[src/rtl/qpp_address_gen.sv]
// QPP turbo-interleaver address generator.
// Walks i = 0..K-1 and presents pi(i) = (f1*i + f2*i^2) mod K for each step.
// The address is built incrementally:
//   pi(i+1) = pi(i) + g(i)  (mod K)
//   g(i+1)  = g(i) + 2*f2   (mod K)
//   g(0)    = f1 + f2       (mod K)
// Only modular adders are used; there are no multipliers.
//
// state | meaning
// IDLE  | waiting for start; outputs hold, addr_valid low
// RUN   | index/addr hold a valid pair; advance steps to the next index
// DONE  | one-cycle done pulse after the last address was accepted
module qpp_address_gen #(
  parameter int AW      = 13,
  parameter int K_SMALL = 1056,
  parameter int K_LARGE = 6144
) (
  input  logic          clk,
  input  logic          reset,
  input  logic          start,
  input  logic          block_size,
  input  logic          advance,
  output logic [AW-1:0] index,
  output logic [AW-1:0] addr,
  output logic          addr_valid,
  output logic          busy,
  output logic          done
);

  localparam int F1_SMALL = 17;
  localparam int F2_SMALL = 66;
  localparam int F1_LARGE = 263;
  localparam int F2_LARGE = 480;

  localparam logic [AW-1:0] K_S     = AW'(K_SMALL);
  localparam logic [AW-1:0] K_L     = AW'(K_LARGE);
  localparam logic [AW-1:0] G0_S    = AW'((F1_SMALL + F2_SMALL) % K_SMALL);
  localparam logic [AW-1:0] G0_L    = AW'((F1_LARGE + F2_LARGE) % K_LARGE);
  localparam logic [AW-1:0] STEP2_S = AW'((2 * F2_SMALL) % K_SMALL);
  localparam logic [AW-1:0] STEP2_L = AW'((2 * F2_LARGE) % K_LARGE);

  typedef enum logic [1:0] {
    S_IDLE = 2'd0,
    S_RUN  = 2'd1,
    S_DONE = 2'd2
  } state_t;

  state_t        state_q;
  logic          size_q;
  logic [AW-1:0] index_q;
  logic [AW-1:0] addr_q;
  logic [AW-1:0] g_q;
  logic          valid_q;
  logic          busy_q;
  logic          done_q;

  logic [AW-1:0] k_r;
  logic [AW-1:0] step2_r;
  logic [AW-1:0] last_idx;
  logic [AW-1:0] addr_d;
  logic [AW-1:0] g_d;

  // Both operands are below k, so one conditional subtract brings the sum back into range.
  function automatic logic [AW-1:0] mod_add(input logic [AW-1:0] a,
                                             input logic [AW-1:0] b,
                                             input logic [AW-1:0] k);
    logic [AW:0] s;
    s = {1'b0, a} + {1'b0, b};
    if (s >= {1'b0, k}) begin
      s = s - {1'b0, k};
    end
    return s[AW-1:0];
  endfunction

  // Block constants follow the size latched at start; next address and increment.
  always_comb begin
    k_r      = size_q ? K_L : K_S;
    step2_r  = size_q ? STEP2_L : STEP2_S;
    last_idx = k_r - AW'(1);
    addr_d   = mod_add(addr_q, g_q, k_r);
    g_d      = mod_add(g_q, step2_r, k_r);
  end

  // Sequencing FSM with registered outputs; reset wins over every other input.
  always_ff @(posedge clk) begin
    if (!reset) begin
      state_q <= S_IDLE;
      size_q  <= 1'b0;
      index_q <= '0;
      addr_q  <= '0;
      g_q     <= '0;
      valid_q <= 1'b0;
      busy_q  <= 1'b0;
      done_q  <= 1'b0;
    end else begin
      case (state_q)
        S_IDLE: begin
          if (start) begin
            size_q  <= block_size;
            index_q <= '0;
            addr_q  <= '0;
            g_q     <= block_size ? G0_L : G0_S;
            valid_q <= 1'b1;
            busy_q  <= 1'b1;
            state_q <= S_RUN;
          end
        end
        S_RUN: begin
          if (advance) begin
            if (index_q == last_idx) begin
              valid_q <= 1'b0;
              busy_q  <= 1'b0;
              done_q  <= 1'b1;
              state_q <= S_DONE;
            end else begin
              index_q <= index_q + AW'(1);
              addr_q  <= addr_d;
              g_q     <= g_d;
            end
          end
        end
        S_DONE: begin
          done_q  <= 1'b0;
          state_q <= S_IDLE;
        end
        default: begin
          state_q <= S_IDLE;
        end
      endcase
    end
  end

  assign index      = index_q;
  assign addr       = addr_q;
  assign addr_valid = valid_q;
  assign busy       = busy_q;
  assign done       = done_q;

endmodule

[config.mk]
export PLATFORM = sky130hd
export DESIGN_NAME = qpp_address_gen
export DESIGN_NICKNAME = d
export VERILOG_FILES = /design/src/rtl/qpp_address_gen.sv
export SDC_FILE = /design/constraint.sdc
export NUM_CORES = 1
export LEC_CHECK = 0
export CAP_MARGIN = 5
export CORE_ASPECT_RATIO = 1.25
export CORE_UTILIZATION = 30
export DETAILED_ROUTE_END_ITERATION = 8
export SLEW_MARGIN = 0
export SYNTH_ARGS = -nofsm -noshare
export SYNTH_HDL_FRONTEND = slang
export SYNTH_SLANG_ARGS = --single-unit
[constraint.sdc]
create_clock -name clk -period 3.79 [get_ports clk]
set_input_delay 0.5685 -clock clk [delete_from_list [all_inputs] [get_ports clk]]
set_output_delay 0.5685 -clock clk [all_outputs]
set_load 0.01 [all_outputs]
* After elaboration in Yosys (flattened, before gate mapping)
Cells that the tools add are included.
** Operators by class
- $add $sub $neg :: 6
- Reduce and logical (&&, ||, !) cells :: 8
- Shift operators :: 0
- Divide/modulo/power cells :: 0
- Mux-type cells :: 27
- Bitwise logic cells :: 0
- Multiply operators :: 0
- Equal/unequal tests :: 7
- $lt $le $gt $ge :: 2
** Operator list (number)
- $mux 13 :: 11
- $pmux 13 s2 :: 3
- $ge 14x13->1 :: 2
- $sub 13x13->13 :: 2
- $mux 10 :: 2
- $add 13x10->14 :: 1
- $add 13x13->14 :: 1
- $add 13x1->13 const B :: 1
- $eq 13x13->1 :: 1
- $sub 13x1->13 const B :: 1
- $ne 2x2->1 const B :: 4
- $reduce_and 4->1 :: 2
- $mux 2 :: 3
- $reduce_and 3->1 :: 2
- $mux 1 :: 5
- $pmux 1 s2 :: 2
- $pmux 2 s2 :: 1
- $reduce_bool 2->1 :: 2
- $eq 2x1->1 const B :: 1
- $eq 2x2->1 const B :: 1
- $logic_not 2->1 :: 1
- $reduce_and 2->1 :: 1
** Word-level totals
- Memories kept :: 0
- Word-level logic and storage cells :: 57
- Bits in writable memories :: 0
- Bits in latches :: 0
- Input port bits :: 5
- ROM bits :: 0
- Bits in registers :: 44
- Output and inout port bits :: 29

* Logic depth before layout (Yosys ltp)
Gate-level depths: netlist of run 1.
- Depth in word-level cells :: 7
- Gate-level depth with buffers :: 16
- Mapped depth without buffers :: 15

* Worst setup path before layout of run 1
No wires, ideal clock.
- Kind :: flip-flop to flip-flop
- Start :: register addr_q[1], in the netlist addr[1]
- End :: register addr_q[5], in the netlist addr[5]
- Path slack :: 0.395 ns
- Cell stages (with the launch flop) :: 13
- Clock period less this slack :: 3.395 ns
- Setup time :: 0.095 ns
- Arrival time :: 3.299 ns
- Path buffers :: 0
- Required time :: 3.695 ns
- Cells stage by stage :: dfxtp_1 ha_1 a211oi_2 o21ai_2 xnor2_1 ha_1 or4b_1 o211a_1 nand3_1 nand2_4 o41a_1 or4_1 o311ai_1
** Between the ends
- Longest elaborated chain between the ends :: 6
- Elaborated cells between the ends (all ways) :: 7
- Classes of those cells :: add/sub (2); order compare (1); mux (4)
** Ends and longest elaborated chain
- start: declaration :: RTL line 51 : logic [AW-1:0] addr_q;
- start signal: assignment :: RTL line 117 : addr_q <= addr_d;
- $add 13x13->14 * :: RTL line 68 : s = {1'b0, a} + {1'b0, b};
- $sub 13x13->13 or $ge 14x13->1 (tied branches) :: RTL line 70, 69
- $mux 13 * :: RTL line 69 : if (s >= {1'b0, k}) begin
- $mux 13 * :: RTL line 110 : if (index_q == last_idx) begin
- $mux 13 * :: RTL line 109 : if (advance) begin
- $pmux 13 s2 * :: RTL line 96 : case (state_q)
Every way passes the cells marked *; elsewhere a longest branch is shown, timed or not. The select of a mux whose other input is x is not followed.
A chain may end at the register's enable or synchronous reset.

* Worst setup path after layout of run 1
- Start :: register addr_q[2], in the netlist addr[2]
- End :: register addr_q[5], in the netlist addr[5]
The elaborated chain is that of the path after synthesis.

==> results of run 1 <==
## state kept, by name, indices dropped and copies added (netlist names)
signal and flops:
state_q 2, addr 13, index 13, size_q 1, done 1, busy 1, g_q 12
## cells by family (layout without fill, tap and decap cells)
kind of cell	Yosys count	in the layout	share of synthesized area [%]
xor+xnor	31	31	7.911
flops	43	43	25.08
fa+ha+maj	30	30	11.16
simple gates	180	180	26.36
mux	3	3	0.9114
buf+inv	26	76	3.245
compound gates	116	116	25.34
## repair_timing
item,4_1_cts,5_1_grt
setup buffers,0,3
hold buffers,0,0
gates resized for setup,0,7
endpoints found under the setup margin,0,7
## how the worst max path moves through the flow
stage | from | to | slack (ps)
floorplan | addr[1] | addr[5] | 400
global placement | g_q[0] | addr[5] | 220
detailed placement | g_q[0] | addr[5] | 80
CTS | g_q[0] | addr[5] | 70
global route | addr[6] | addr[6] | -8
finish | addr[2] | addr[5] | 220
## layout by cell type (no fill, tap or decap), types with 5 or more instances in the layout
master and instances:
xor2_1 12, nor2_1 46, dfxtp_1 42, xnor2_1 19
and3_1 5, nand2_1 41, nand3_1 27, ha_1 27
a211oi_1 5, or4_1 6, nand4_1 6, o31ai_1 5
inv_1 13, a21oi_1 26, o211ai_1 9, nor4_1 9
and2_1 5, clkdlybuf4s50_1 33, o21ai_0 11, buf_4 21
a31oi_1 7, nor3_1 11, clkbuf_16 5
## metal layers
metal	up-vias	GRT usage, %	share of wire, %
li1	1731	-	-
met1	1618	21.27	46
met2	70	31.38	49
met3	22	2.754	3.0
met4	0	6.345	2.4
met5	-	0	0
## worst register-to-register path: stages (launching register included)
cell	delay, ps
dfxtp_1	340
ha_1	370
o211ai_1	320
o21ai_2	130
buf_4	160
a2111o_1	390
a211oi_2	260
nor2_1	80
ha_1	370
nand2_1	80
nor2_1	170
o41a_1	310
nor2_1	110
buf_4	180
o311ai_1	230
## metrics by stage
step | instances | total power, uW | hold WS (ps)
4_1_cts | 611 | 1377 | 475.7
3_5_place_dp | 603 | 936.0 | 466.7
2_1_floorplan | 429 | 807.5 | 454.8
6_report | 614 | 1373 | 472.8
5_1_grt | 614 | 1459 | 488.9
3_3_place_gp | 603 | 928.3 | 461.6
## final cells by class
cell class | instances | area [sq um]
fill | 1133 | 6942
multi-input combinational | 360 | 2479
sequential | 43 | 862.1
timing repair buffer | 54 | 488.0
tap | 135 | 168.9
clock buffer | 5 | 125.1
inverter | 14 | 52.55
clock inverter | 3 | 20.02
## power groups by stage
stage	Sequential (uW)	Clock [uW]	Combinational [uW]
6_report	493	438	442
5_1_grt	496	473	490
4_1_cts	493	449	435
3_5_place_dp	503	0	433
3_3_place_gp	502	0	426
2_1_floorplan	501	0	307
==> results.tsv, run 1 <==
stage	metric	value	unit
outcome	outcome	finished, final reports clean	
floorplan	core_area	0.01114	sq mm
power	netSwitchingFraction	34.63	%
yosys	synth.top_cell.area_share	25.08	%
floorplan	ios	34	
yosys	syn_inst	429	
clocking	cts.path.max_buffers	2	
setup_path	crit_top_cell	nor2_1	
grt	grt_pass1_vias	3378	
layout	antenna_cells	0	
layout	nets	513	
drt	vias_per_cell	5.604	
placement	post-place-ws	80.33	ps
yosys	syn_avg_cell_area	8.000	sq um
drt	drtAntennaViolNets	0	
grt	grt_remaining_overflow	0	
sta	period_minus_slack	3571	ps
yosys	synth_nets	464	
grt	grt_start_max_net_pins	18	
grt	grt_pass1_wl	16860	um
clocking	clk_root_buffer_cell	clkbuf_16	
layout	fin_util	37.67	%
setup_path	r2r_end	addr[5]	
min_path	hp-class	reg -> reg	
setup_path	arrival	3760	ps
setup_path	required	3980	ps
placement	dp.final_hpwl	7403	um
setup_path	reg2reg_from	addr[2]	
setup_path	cp-end-kind	register	
clocking	cts_tree	done	
setup_path	slowest_stage	a2111o_1	
setup_path	critPathTopFamily	compound AO/OA/AOI/OAI gates	
clocking	htree_levels	2	
setup_path	crit_cells	14	
layout	drive_gt1_share	11.06	%
floorplan	initial_core_util	30.82	%
yosys	synthTopCellsByCount	nor2_1, dfxtp_1, nand2_1	
yosys	yosysWarnings	0	
clocking	numCtsBuffers	5	
yosys	ys.flop_type	dfxtp_1	
setup_path	reg2reg_depth	14	
power	powerDensity	327.3	mW/mm^2
floorplan	die_h	121.6	um
floorplan	die_area	0.01187	sq mm
power	power_leakage	0.001567	uW
sta	max_freq	280.0	MHz
yosys	synth_most_common_cell	nor2_1	
run	cap_violations	0	
power	ir_worst_vdd	173.8	uV
sta	max_slew_margin	45.95	%
yosys	yosysSeqAreaShare	25.08	%
placement	port_buffers	33	
sta	skew	4.230	ps
min_path	hp-start	addr[0]	
sta	worstMarginPinSlew	798.2	ps
power	power_frac_seq	35.9	%
setup_path	crit_chain	ha_1 -> o211ai_1 -> o21ai_2 -> buf_4 -> a2111o_1 -> a211oi_2 -> nor2_1 -> ha_1 -> nand2_1 -> nor2_1 -> o41a_1 -> nor2_1 -> buf_4 -> o311ai_1	
grt	antenna_found_initial	0	
clocking	cts_sinks	43	
drt	wl_per_cell	15.90	um
grt	groute.usage.overall	17.55	%
power	clkPwrFrac	31.9	%
sta	worst_slack	218.6	ps
placement	placed_area	0.004008	sq mm
yosys	syn-cell-area	0.003432	sq mm
sta	timing.final.crit_share	94.23	%
layout	syn_to_final_growth	22.24	%
yosys	synthTopCellsByArea	dfxtp_1, ha_1, nor2_1	
power	power.switching	475.6	uW
sta	finalSetupTns	0	ps
yosys	ys_seq_elements	43	
placement	globalplace.congestion	0.8992	
drt	vias	3441	
drt	drt_iter0_drc	176	
floorplan	die_w	97.67	um
clocking	path_clk_slew	70	ps
drt	drcViolationCount	0	
power	combPwrFrac	32.2	%
setup_path	cp_slowest_stage_delay	390	ps
drt	routed_wl	9763	um
sta	final-setup-viol-count	0	
sta	drv_slew	0	
min_path	holdPathEnd	addr[0]	
yosys	synth_edf_count	0	
drt	first_pass_iters	5	
setup_path	path_class	reg -> reg	
clocking	clk_latency	290	ps
min_path	hold_depth	2	
yosys	synth.distinct_cells	72	
sta	hold_violations	0	
setup_path	crit_fanout	7	
yosys	async_reset_ff_share	0	%
power	p_int	897.6	uW
yosys	yosys.area.top_type	dfxtp_1	
setup_path	critPathLaunchType	register	
floorplan	row_count	43	
layout	fin_area	0.004195	sq mm
setup_path	critPathBufInv	2	
setup_path	ff2ff_setup_slack	220	ps
(Power assumes the default switching activity.)
==> run 2, diff against run 1 <==
CORE_MARGIN = 4   (was unset)
==> run 2 against run 1 <==
Clock skew rose by 3.0 ps; clock power shrank 2%; hold slack got worse by 0.60 ps; flip-flop and latch count unchanged; largest cell class unchanged.
==> results.tsv, run 2 (same netlist as run 1, synthesis figures left out) <==
stage	metric	value	unit	change
placement	post-place-ws	93.08	ps	+12.75 ps
grt	antenna_found_initial	0		unchanged
clocking	cts_sinks	43		unchanged
grt	grt_pass1_vias	3299		-2.3%
setup_path	critPathLaunchType	register		
grt	grt_remaining_overflow	0		unchanged
power	power_leakage	0.001552	uW	-1.0%
clocking	clk_root_buffer_cell	clkbuf_16		
grt	grt_start_max_net_pins	17		-1
power	powerDensity	325.1	mW/mm^2	-0.68%
grt	groute.usage.overall	14.60	%	-3.0 points
power	ir_worst_vdd	189.2	uV	+8.8%
layout	drive_gt1_share	10.34	%	-0.73 points
placement	dp.final_hpwl	7532	um	+1.7%
clocking	numCtsBuffers	5		unchanged
placement	placed_area	0.003985	sq mm	-0.56%
sta	worst_slack	225.6	ps	+7.097 ps
layout	layout_commonest_cell	nor2_1		
floorplan	die_w	103.7	um	+6.1%
layout	fin_area	0.004179	sq mm	-0.39%
setup_path	slowest_stage	or4_1		
drt	first_pass_iters	5		unchanged
min_path	hp-class	reg -> reg		
clocking	cts.path.max_buffers	2		unchanged
sta	max_freq	280.6	MHz	+0.20%
drt	vias	3408		-0.96%
clocking	path_clk_slew	60	ps	about the same
sta	final-setup-viol-count	0		unchanged
setup_path	required	3980	ps	about the same
setup_path	cp_slowest_stage_delay	500	ps	+110 ps
run	cap_violations	0		unchanged
drt	vias_per_cell	5.596		-0.15%
floorplan	row_count	43		unchanged
drt	drt_iter0_drc	221		+26%
drt	drcViolationCount	0		unchanged
floorplan	die_h	127.6	um	+4.9%
sta	period_minus_slack	3564	ps	-7.097 ps
floorplan	die_area	0.01323	sq mm	+11%
setup_path	path_class	reg -> reg		
floorplan	initial_core_util	30.82	%	unchanged
layout	layout_common_cells	nor2_1, nand2_1, dfxtp_1, clkdlybuf4s50_1, ha_1		
sta	drv_slew	0		unchanged
floorplan	core_area	0.01114	sq mm	unchanged
sta	skew	7.227	ps	+2.997 ps
sta	finalSetupTns	0	ps	unchanged
layout	nets	508		-0.97%
setup_path	arrival	3760	ps	about the same
floorplan	ios	34		unchanged
setup_path	cp-end-kind	register		
sta	max_slew_margin	61.86	%	+16 points
sta	grt_setup_unrepaired	false		
placement	globalplace.congestion	0.8612		-4.2%
grt	grt_pass1_wl	15990	um	-5.2%
clocking	clk_latency	290	ps	about the same
sta	hold_violations	0		unchanged
sta	worstMarginPinSlew	564.1	ps	-234.1 ps
layout	antenna_cells	0		unchanged
clocking	htree_levels	2		unchanged
placement	port_buffers	33		unchanged
layout	syn_to_final_growth	21.76	%	
drt	drtAntennaViolNets	0		unchanged
sta	timing.final.crit_share	94.05	%	-0.19 points
drt	wl_per_cell	16.08	um	+1.1%
outcome	outcome	finished, final reports clean		
setup_path	crit_fanout	7		unchanged
drt	routed_wl	9793	um	+0.31%
setup_path	crit_chain	ha_1 -> o211ai_1 -> o21ai_2 -> xnor2_1 -> ha_2 -> or4b_1 -> o211a_1 -> nand3_1 -> nand2_4 -> o41a_1 -> or4_1 -> o311ai_1		
layout	fin_util	37.52	%	-0.15 points
clocking	cts_tree	done		
[run 2: cell count changes in the layout (fill, tap and decap cells not counted), sizes merged]
cell / previous run / this run
clkbuf: 5 / 6
buf: 21 / 16
clkinvlp: 2 / 1
[run 2: routing by layer]
| metal | track usage, % | up-vias | routed length (um) |
|---|---|---|---|
| met1 | 17.71 | 1607 | 4330 |
| met4 | 4.538 | 0 | 167 |
| met5 | 0 | - | 0 |
| met3 | 2.223 | 13 | 302 |
| li1 | - | 1711 | - |
| met2 | 26.62 | 77 | 4992 |
[run 2: stage by stage]
step	total power [uW]	hold WS [ps]	std cells
6_report	1359	472.2	609
5_1_grt	1434	503.0	609
4_1_cts	1358	475.7	608
3_5_place_dp	922.0	466.8	600
3_3_place_gp	917.7	462.5	600
2_1_floorplan	807.5	454.8	429
[run 2: timing repair]
item	CTS	global route
setup endpoints to repair	0	11
setup buffers	0	1
hold buffers	0	0
gates resized for setup	0	12
[run 2: worst paths after layout]
| path | start | end | slack (ps) | depth (start not counted) |
|---|---|---|---|---|
| max | addr[2] | addr[6] | 230 | 12 |
| min | addr[0] | addr[0] | 470 | 2 |
| max reg2reg | addr[2] | addr[6] | 230 | 12 |
| min reg2reg | addr[0] | addr[0] | 470 | 2 |
[run 2: critical path, delay by kind of cell, from the launching register on]
family / cells / cell delay [ps]
XOR/XNOR: 1 / 230
flip-flops: 1 / 330
AND/OR/NAND/NOR: 4 / 1170
adder cells (fa/ha/maj): 2 / 630
AO/OA/AOI/OAI: 5 / 1120
[run 2: layout make-up]
class                      instances  area (sq um)
clock inverter                     2         12.51
tap                              135         168.9
multi-input combinational        360          2502
inverter                          14         52.55
sequential                        43         863.3
fill                            1154          6958
clock buffer                       6         128.9
timing repair buffer              49         450.4
[run 2: report_power, final]
part           leakage (uW)  internal [uW]  switching (uW)
clock network     0.0000669            244             187
registers          0.000350            471            24.1
logic               0.00113            176             256
total               0.00155            891             468
